### config.mk
export PLATFORM = sky130hd
export DESIGN_NAME = pc_sequencer
export DESIGN_NICKNAME = d
export VERILOG_FILES = /design/src/rtl/pc_sequencer.sv
export SDC_FILE = /design/constraint.sdc
export NUM_CORES = 1
export LEC_CHECK = 0
export ABC_CLOCK_PERIOD_IN_PS = 1800
export BUFFER_PORTS_ARGS = -buffer_cell sky130_fd_sc_hd__buf_2
export CORE_ASPECT_RATIO = 1.5
export CORE_MARGIN = 5
export CORE_UTILIZATION = 40
export CTS_CLUSTER_DIAMETER = 120
export CTS_CLUSTER_SIZE = 20
export DETAILED_ROUTE_END_ITERATION = 10
export PLACE_DENSITY = 0.7
export SLEW_MARGIN = 20
export SYNTH_ARGS = -nofsm -noshare
export SYNTH_HDL_FRONTEND = slang
export SYNTH_SLANG_ARGS = --single-unit
### constraint.sdc
create_clock -name clk -period 1.8 [get_ports clk]
set_input_delay 0.27 -clock clk [delete_from_list [all_inputs] [get_ports clk]]
set_output_delay 0.27 -clock clk [all_outputs]
set_load 0.1 [all_outputs]
### src/rtl/pc_sequencer.sv
// pc_sequencer: multicycle FETCH/DECODE/EXEC/MEM control for the 16-bit datapath.
// Owns the instruction register, issues one-cycle PC commands, resolves branch
// and jump conditions from the ALU flags and drives the shared memory port.
// Ports:
//   clk, rst_n            clock, asynchronous active-low reset
//   mem_rdata, mem_ack    memory read data and request completion
//   flags                 {N, C, F, Z} registered ALU flags
//   halt_req              stop before the next fetch while high
//   ir                    instruction register
//   mem_req, mem_we       memory request and write strobe (combinational from state)
//   addr_sel              0 = PC address, 1 = register address
//   reg_write, pc_en      register-file write strobe, PC command (one-cycle)
//   halted                high while in HALT
//   retire_cnt            retired-instruction counter, wraps silently
module pc_sequencer (
  input  logic        clk,
  input  logic        rst_n,
  input  logic [15:0] mem_rdata,
  input  logic        mem_ack,
  input  logic [3:0]  flags,
  input  logic        halt_req,
  output logic [15:0] ir,
  output logic        mem_req,
  output logic        mem_we,
  output logic        addr_sel,
  output logic        reg_write,
  output logic [1:0]  pc_en,
  output logic        halted,
  output logic [15:0] retire_cnt
);

  localparam int unsigned INSTR_W = 16;
  localparam int unsigned CNT_W   = 16;
  localparam int unsigned PC_W    = 2;

  localparam logic [PC_W-1:0] PC_HOLD = 2'b00;
  localparam logic [PC_W-1:0] PC_INC  = 2'b01;
  localparam logic [PC_W-1:0] PC_JUMP = 2'b10;
  localparam logic [PC_W-1:0] PC_ADD  = 2'b11;

  typedef enum logic [2:0] {
    S_FETCH  = 3'd0,
    S_DECODE = 3'd1,
    S_EXEC   = 3'd2,
    S_MEM    = 3'd3,
    S_HALT   = 3'd4
  } state_t;

  state_t state, next_state;

  // fetch_busy marks a fetch request already in flight, so halt_req is
  // only honoured in the first FETCH cycle and never cancels a live request.
  logic fetch_busy, next_busy;
  logic ir_load;
  logic req_raw;

  logic [3:0] op, cond, ext;
  logic       is_load, is_stor, is_jcond, is_bcond, taken;
  logic       unused_ir_bits;

  assign op   = ir[15:12];
  assign cond = ir[11:8];
  assign ext  = ir[7:4];
  assign unused_ir_bits = ^ir[3:0];

  // Instruction class decode
  always_comb begin
    is_load  = (op == 4'h4) && (ext == 4'h0);
    is_stor  = (op == 4'h4) && (ext == 4'h4);
    is_jcond = (op == 4'h4) && (ext == 4'hC);
    is_bcond = (op == 4'hC);
  end

  // Condition resolution; flags = {N, C, F, Z}
  always_comb begin
    taken = 1'b0;
    case (cond)
      4'b0000: taken =  flags[0];
      4'b0001: taken = ~flags[0];
      4'b0010: taken =  flags[2];
      4'b0011: taken = ~flags[2];
      4'b0100: taken =  flags[3];
      4'b0101: taken = ~flags[3];
      4'b0110: taken =  flags[1];
      4'b0111: taken = ~flags[1];
      4'b1110: taken = 1'b1;
      default: taken = 1'b0;
    endcase
  end

  // State register and fetch-in-flight flag
  always_ff @(posedge clk or negedge rst_n) begin
    if (!rst_n) begin
      state      <= S_FETCH;
      fetch_busy <= 1'b0;
    end else begin
      state      <= next_state;
      fetch_busy <= next_busy;
    end
  end

  // Next-state and strobe decode
  always_comb begin
    next_state = state;
    next_busy  = 1'b0;
    ir_load    = 1'b0;
    req_raw    = 1'b0;
    mem_we     = 1'b0;
    addr_sel   = 1'b0;
    reg_write  = 1'b0;
    pc_en      = PC_HOLD;
    halted     = 1'b0;
    case (state)
      S_FETCH: begin
        if (!fetch_busy && halt_req) begin
          next_state = S_HALT;
        end else begin
          req_raw = 1'b1;
          if (mem_ack) begin
            ir_load    = 1'b1;
            next_state = S_DECODE;
          end else begin
            next_busy = 1'b1;
          end
        end
      end
      S_DECODE: begin
        next_state = S_EXEC;
      end
      S_EXEC: begin
        next_state = S_FETCH;
        if (is_load || is_stor) begin
          next_state = S_MEM;
        end else if (is_bcond) begin
          pc_en = taken ? PC_ADD : PC_INC;
        end else if (is_jcond) begin
          pc_en = taken ? PC_JUMP : PC_INC;
        end else begin
          reg_write = 1'b1;
          pc_en     = PC_INC;
        end
      end
      S_MEM: begin
        req_raw  = 1'b1;
        addr_sel = 1'b1;
        mem_we   = is_stor;
        if (mem_ack) begin
          pc_en      = PC_INC;
          reg_write  = is_load;
          next_state = S_FETCH;
        end
      end
      S_HALT: begin
        halted = 1'b1;
        if (!halt_req) next_state = S_FETCH;
      end
      default: begin
        next_state = S_FETCH;
      end
    endcase
  end

  // Reset state is FETCH, so the request is masked while rst_n is low.
  assign mem_req = req_raw & rst_n;

  // Instruction register
  always_ff @(posedge clk or negedge rst_n) begin
    if (!rst_n) begin
      ir <= INSTR_W'(0);
    end else if (ir_load) begin
      ir <= mem_rdata;
    end
  end

  // Retirement counter: every non-hold PC command retires one instruction
  always_ff @(posedge clk or negedge rst_n) begin
    if (!rst_n) begin
      retire_cnt <= CNT_W'(0);
    end else if (pc_en != PC_HOLD) begin
      retire_cnt <= retire_cnt + CNT_W'(1);
    end
  end

endmodule

# Word level (Yosys, flattened, before mapping)
# Index checks and enable logic that the tools add are counted.
[op_classes]
n_addsub = 1
bitwise = 5
mux = 30
eq_ne = 19
reduce_logical = 11
[op_table]
columns = ["op", "n"]
rows = [
  ["equality test 4 x 3 -> 1 bit (second input constant)", 6],
  ["adder 16 x 1 -> 16 bit (second input constant)", 1],
  ["two-way mux 1 bit", 15],
  ["case mux 3 bit (5 select lines)", 1],
  ["equality test 4 bit (second input constant)", 3],
  ["two-way mux 2 bit", 6],
  ["two-way mux 3 bit", 4],
  ["case mux 1 bit (9 select lines)", 1],
  ["equality test 4 x 2 -> 1 bit (second input constant)", 2],
  ["zero test 4 bit", 2],
  ["equality test 3 x 2 -> 1 bit (second input constant)", 2],
  ["equality test 4 x 1 -> 1 bit (second input constant)", 1],
  ["logical AND 1 bit", 4],
  ["inequality test 2 bit (second input constant)", 2],
  ["inverter 1 bit", 4],
  ["case mux 1 bit (2 select lines)", 2],
  ["case mux 2 bit (2 select lines)", 1],
  ["equality test 3 x 1 -> 1 bit (second input constant)", 1],
  ["equality test 3 bit (second input constant)", 1],
  ["zero test 3 bit", 1],
  ["inequality test 3 bit (second input constant)", 1],
  ["AND reduction 3 bit", 1],
  ["nonzero test 2 bit", 1],
  ["AND 1 bit", 1],
  ["other kinds (2)", 2],
]
[totals]
elab_cells = 70
register_bits = 36
out_inout_bits = 39
input_bits = 24

# Depth between registers and ports, before layout
[depth]
ltp_word = 8
mapped_depth = 7
mapped_depth_nobuf = 5

# Least setup slack after synthesis
# No wires, ideal clock.
[synth_timing]
path_type = "reg2out"
from = "register ir[14]"
to = "output port reg_write"
arrival_time_ns = 4.088
setup_slack_ns = -2.558
path_stages_with_launch = 5
path_buffers = 0
cell_sequence = "dfrtp_1 or4b_4 nor4_2 nand4b_1 a21boi_0"
[synth_between]
elab_chain_len = 6
elab_cells_between_ends = 11
[synth_rtl]
columns = ["item", "line_no", "rtl"]
rows = [
  ["from (decl)", "22", "output logic [15:0] ir,"],
  ["from (signal assigned)", "171", "ir <= mem_rdata;"],
  ["equality test 4 x 3 -> 1 bit", "68, 69, 70", ""],
  ["logical AND 1 bit", "70", "is_jcond = (op == 4'h4) && (ext == 4'hC);"],
  ["two-way mux 1 bit", "136", "end else if (is_jcond) begin"],
  ["two-way mux 1 bit", "134", "end else if (is_bcond) begin"],
  ["two-way mux 1 bit", "132", "if (is_load || is_stor) begin"],
  ["case mux 1 bit (2 select lines) (*)", "113", "case (state)"],
  ["to (decl)", "26", "output logic reg_write,"],
]
# Mark *: on every way between the ends. The rest lies on a longest branch, timed or not.

# Worst setup path in the final report
[layout_timing]
from = "register ir[12]"
to = "output port pc_en[1]"
[layout_between]
elab_chain_len = 6
elab_cells_between_ends = 10
[layout_rtl]
columns = ["item", "line_no", "rtl"]
rows = [
  ["equality test 4 x 3 -> 1 bit", "68, 69, 70", ""],
  ["logical AND 1 bit", "70", ""],
  ["two-way mux 2 bit", "136", ""],
  ["two-way mux 2 bit", "134", ""],
  ["two-way mux 2 bit (*)", "132", ""],
  ["case mux 2 bit (2 select lines) (*)", "113", ""],
  ["to (decl)", "27", "output logic [1:0] pc_en,"],
]
# Marked as above.

==> results.md <==
## Worst hold path
* primary input to async pin — Min-Delay Path Class

## Clock tree
* 280 ps — clock latency on the worst-skew pair
* 5 — number of CTS-inserted buffers
* 2 — maximum root-to-sink buffer count
* 0 — number of buffers inserted for hold repair after clock tree synthesis
* 2 — H-Tree Level Count
* built — clock tree from TritonCTS
* clkbuf_8 — buffer type at the clock tree root
* 36 — clock sink count
* 70 ps — clock slew at reported path FFs

## Global route
* 0 — total grt overflow
* 1611 — vias in the first global route
* 37 — largest net degree at the start of global routing
* 0 — number of antenna violations at the first check in global routing
* 7370 um — wire length of the first global-routing pass
* 15.7% — gr usage total

## Timing
* 423 MHz — highest clock frequency the design can meet
* 4.35 ps — Max Clock Skew
* 131% — final period utilization
* 2370 ps — clock period minus final worst setup slack
* -566 ps — final worst-path setup slack
* 491 ps — actual transition at the worst max-transition pin
* true — unrepaired setup endpoints after global routing
* 0 — Final Hold Fails
* 0 — number of max-slew violations in the final report
* 67.5% — normalized max-slew margin
* 21 — final setup violating endpoints

## Drt
* 2340 um — routed wire length on met2
* met4 — top layer in use
* 48 — number of design-rule violations left by the first detailed-router iteration
* 4 — First-pass DRT Iterations
* 5.24 — vias per inst
* 0 — antenna-violating nets left
* 1503 — total number of vias
* 275 um — met3 wirelength from detailed routing
* 4370 um — total wirelength of the detailed-routed design
* 1710 um — routed length on met1
* 15.2 um — WL per Instance
* 0 — remaining routing DRC violations

## Cells and area
* 2820 um^2 — cell area after layout
* 55 x buf_2, 23 x buf_4, 18 x mux2_2, 16 x dfrtp_1, 11 x dfrtp_4 — most frequent cells in the layout
* 71.8% — fraction of layout cells with a size suffix above 1
* 67.6% — final design utilization
* 0 — antenna diode count
* buf_2 — commonest non-fill, non-tap cell in the layout
* 322 — number of filler cells placed in the layout
* 287 — fin cells
* 265 — final net count
* 65.1% — Layout area overhead

## Setup path
* 3 — Worst Path Max Fanout
* primary output — Critical Path End Type
* register to primary output — critical path type
* 1530 ps — required time of the worst setup path
* register — sort of element at the start of the critical path
* 2100 ps — critical path arrival

## Die
* 5710 um^2 — floorplan die area
* 63.4 um — x dimension of the die
* 41.0% — Initial Util
* 90.1 um — floorplan die height
* 4170 um^2 — Floorplan Core Area
* 29 — count of standard-cell rows
* 63 — number of top-level pins

## Synthesis
* 52.7% — Yosys top cell area share
* 170 — Net Count, Synth
* 145 — synthesized instance count
* 1710 um^2 — Post-Synthesis Cell Area
* 0 — YS warnings
* 52.7% — sequential element share of the synthesized area
* 41 — number of different library cells in the post-synthesis netlist
* 100% — post-synthesis async set-or-reset flop share
* 11.8 um^2 — synthesized area per cell
* 36 — number of storage elements in the synthesis netlist
* dfrtp_1 — Post-synth top flop
* dfrtp_1 53%, mux2_2 12%, xnor2_1 4.6% — synth top area cells
* dfrtp_1 — library cell with the largest summed area after synthesis
* 0 — number of synthesized flops with an enable pin

## Outcome
* complete, but fails checks — result of the run
* negative setup slack — failing checks

## Power and ir drop
* 1.49 mV — IR Drop Worst-Case VDD
* 1680 nW/um^2 — power density of the placed cells
* 4.73 mW — total chip power
* 1.32 nW — cell leakage power

## Placed design
* 273 — number of placed instances, taps included
* 62 — Port Buf Inserts
* -303 ps — worst-case setup slack after placement
* 2510 um^2 — Placed Area
* 0.759 — placer congestion estimate
* 3300 um — estimated wirelength of the detail-placed design

## Job
* 0 — Max-Cap Viols

[routing by layer]
metal  vias to the layer above  track usage [%]
met5                         -                0
met4                         0             5.20
met3                         7             4.49
met2                        56             27.7
met1                       734             17.8
li1                        706                -
[repair_timing]
action	in CTS	in global routing
buffers inserted	3	5
cloned	0	0
resized for setup	22	10
pin swaps	16	6
endpoints found under the setup margin	23	23
[power by group]
group | internal [mW] | switching, mW
Sequential | 1.08 | 0.202
Clock | 0.489 | 0.276
Combinational | 0.661 | 2.02
Total | 2.23 | 2.50
[state kept, by name (all words and copies together), names as in the netlist]
register and flops:
fetch_busy 1, ir 16, retire_cnt 16, state 3
[worst max-delay path: stages (launching register included)]
cell and delay [ps]:
dfrtp_4 470, or4b_4 590, nor4_4 190, buf_4 170, nor2_1 50, and4b_4 190
buf_12 160
[final timing paths]
path | from | to | slack [ps] | cells past startpoint
worst min register to register | fetch_busy | state[2] | 430 | 1
max in group asynchronous | rst_n | ir[5] | 1390 | 2
min in group clk | halt_req | state[2] | 210 | 3
worst max register to register | ir[12] | state[0] | -260 | 9
worst min-delay path | rst_n | ir[11] | 40 | 2
worst max-delay path | ir[12] | pc_en[1] | -570 | 6
[cell usage after synthesis (2+ instances only)]
library cell,n
buf_2,2
nor2_1,8
a21oi_1,3
o21ai_0,2
nand4_1,4
xor2_1,7
nand2b_1,2
xnor2_1,9
nor3_1,6
nand2_1,10
inv_1,4
mux2_2,18
and3_1,2
nand3_1,5
a21boi_0,2
dfrtp_1,36
[cell families after synthesis]
kind of cell	Yosys count	synth area share [%]
AOI/OAI and AO/OA	14	5.49
muxes	19	12.4
and+or+nand+nor	51	18.3
adders and majority gates	1	0.732
buffers and inverters	8	2.12
DFF	36	52.7
xor gates and xnor gates	16	8.20
[final cells by class]
type | instances | area, um^2 | area share, %
clock buffers | 7 | 96.3 | 3.41
clock inverters | 1 | 30.0 | 1.06
inverters | 4 | 15.0 | 0.532
multi-input cells | 101 | 993 | 35.2
flip-flops and latches | 36 | 953 | 33.8
well taps | 46 | 57.6 | 2.04
repair buffers | 92 | 676 | 23.9
[through the flow]
stage,setup TNS [ps],hold slack (ps)
floorplan,-6880,-25.6
global placement,-3420,349
detailed placement,-4180,359
CTS,-5260,45.1
global route,-7100,73.1
finish,-5080,41.0
No activity file was read; power rests on OpenSTA's default activity.
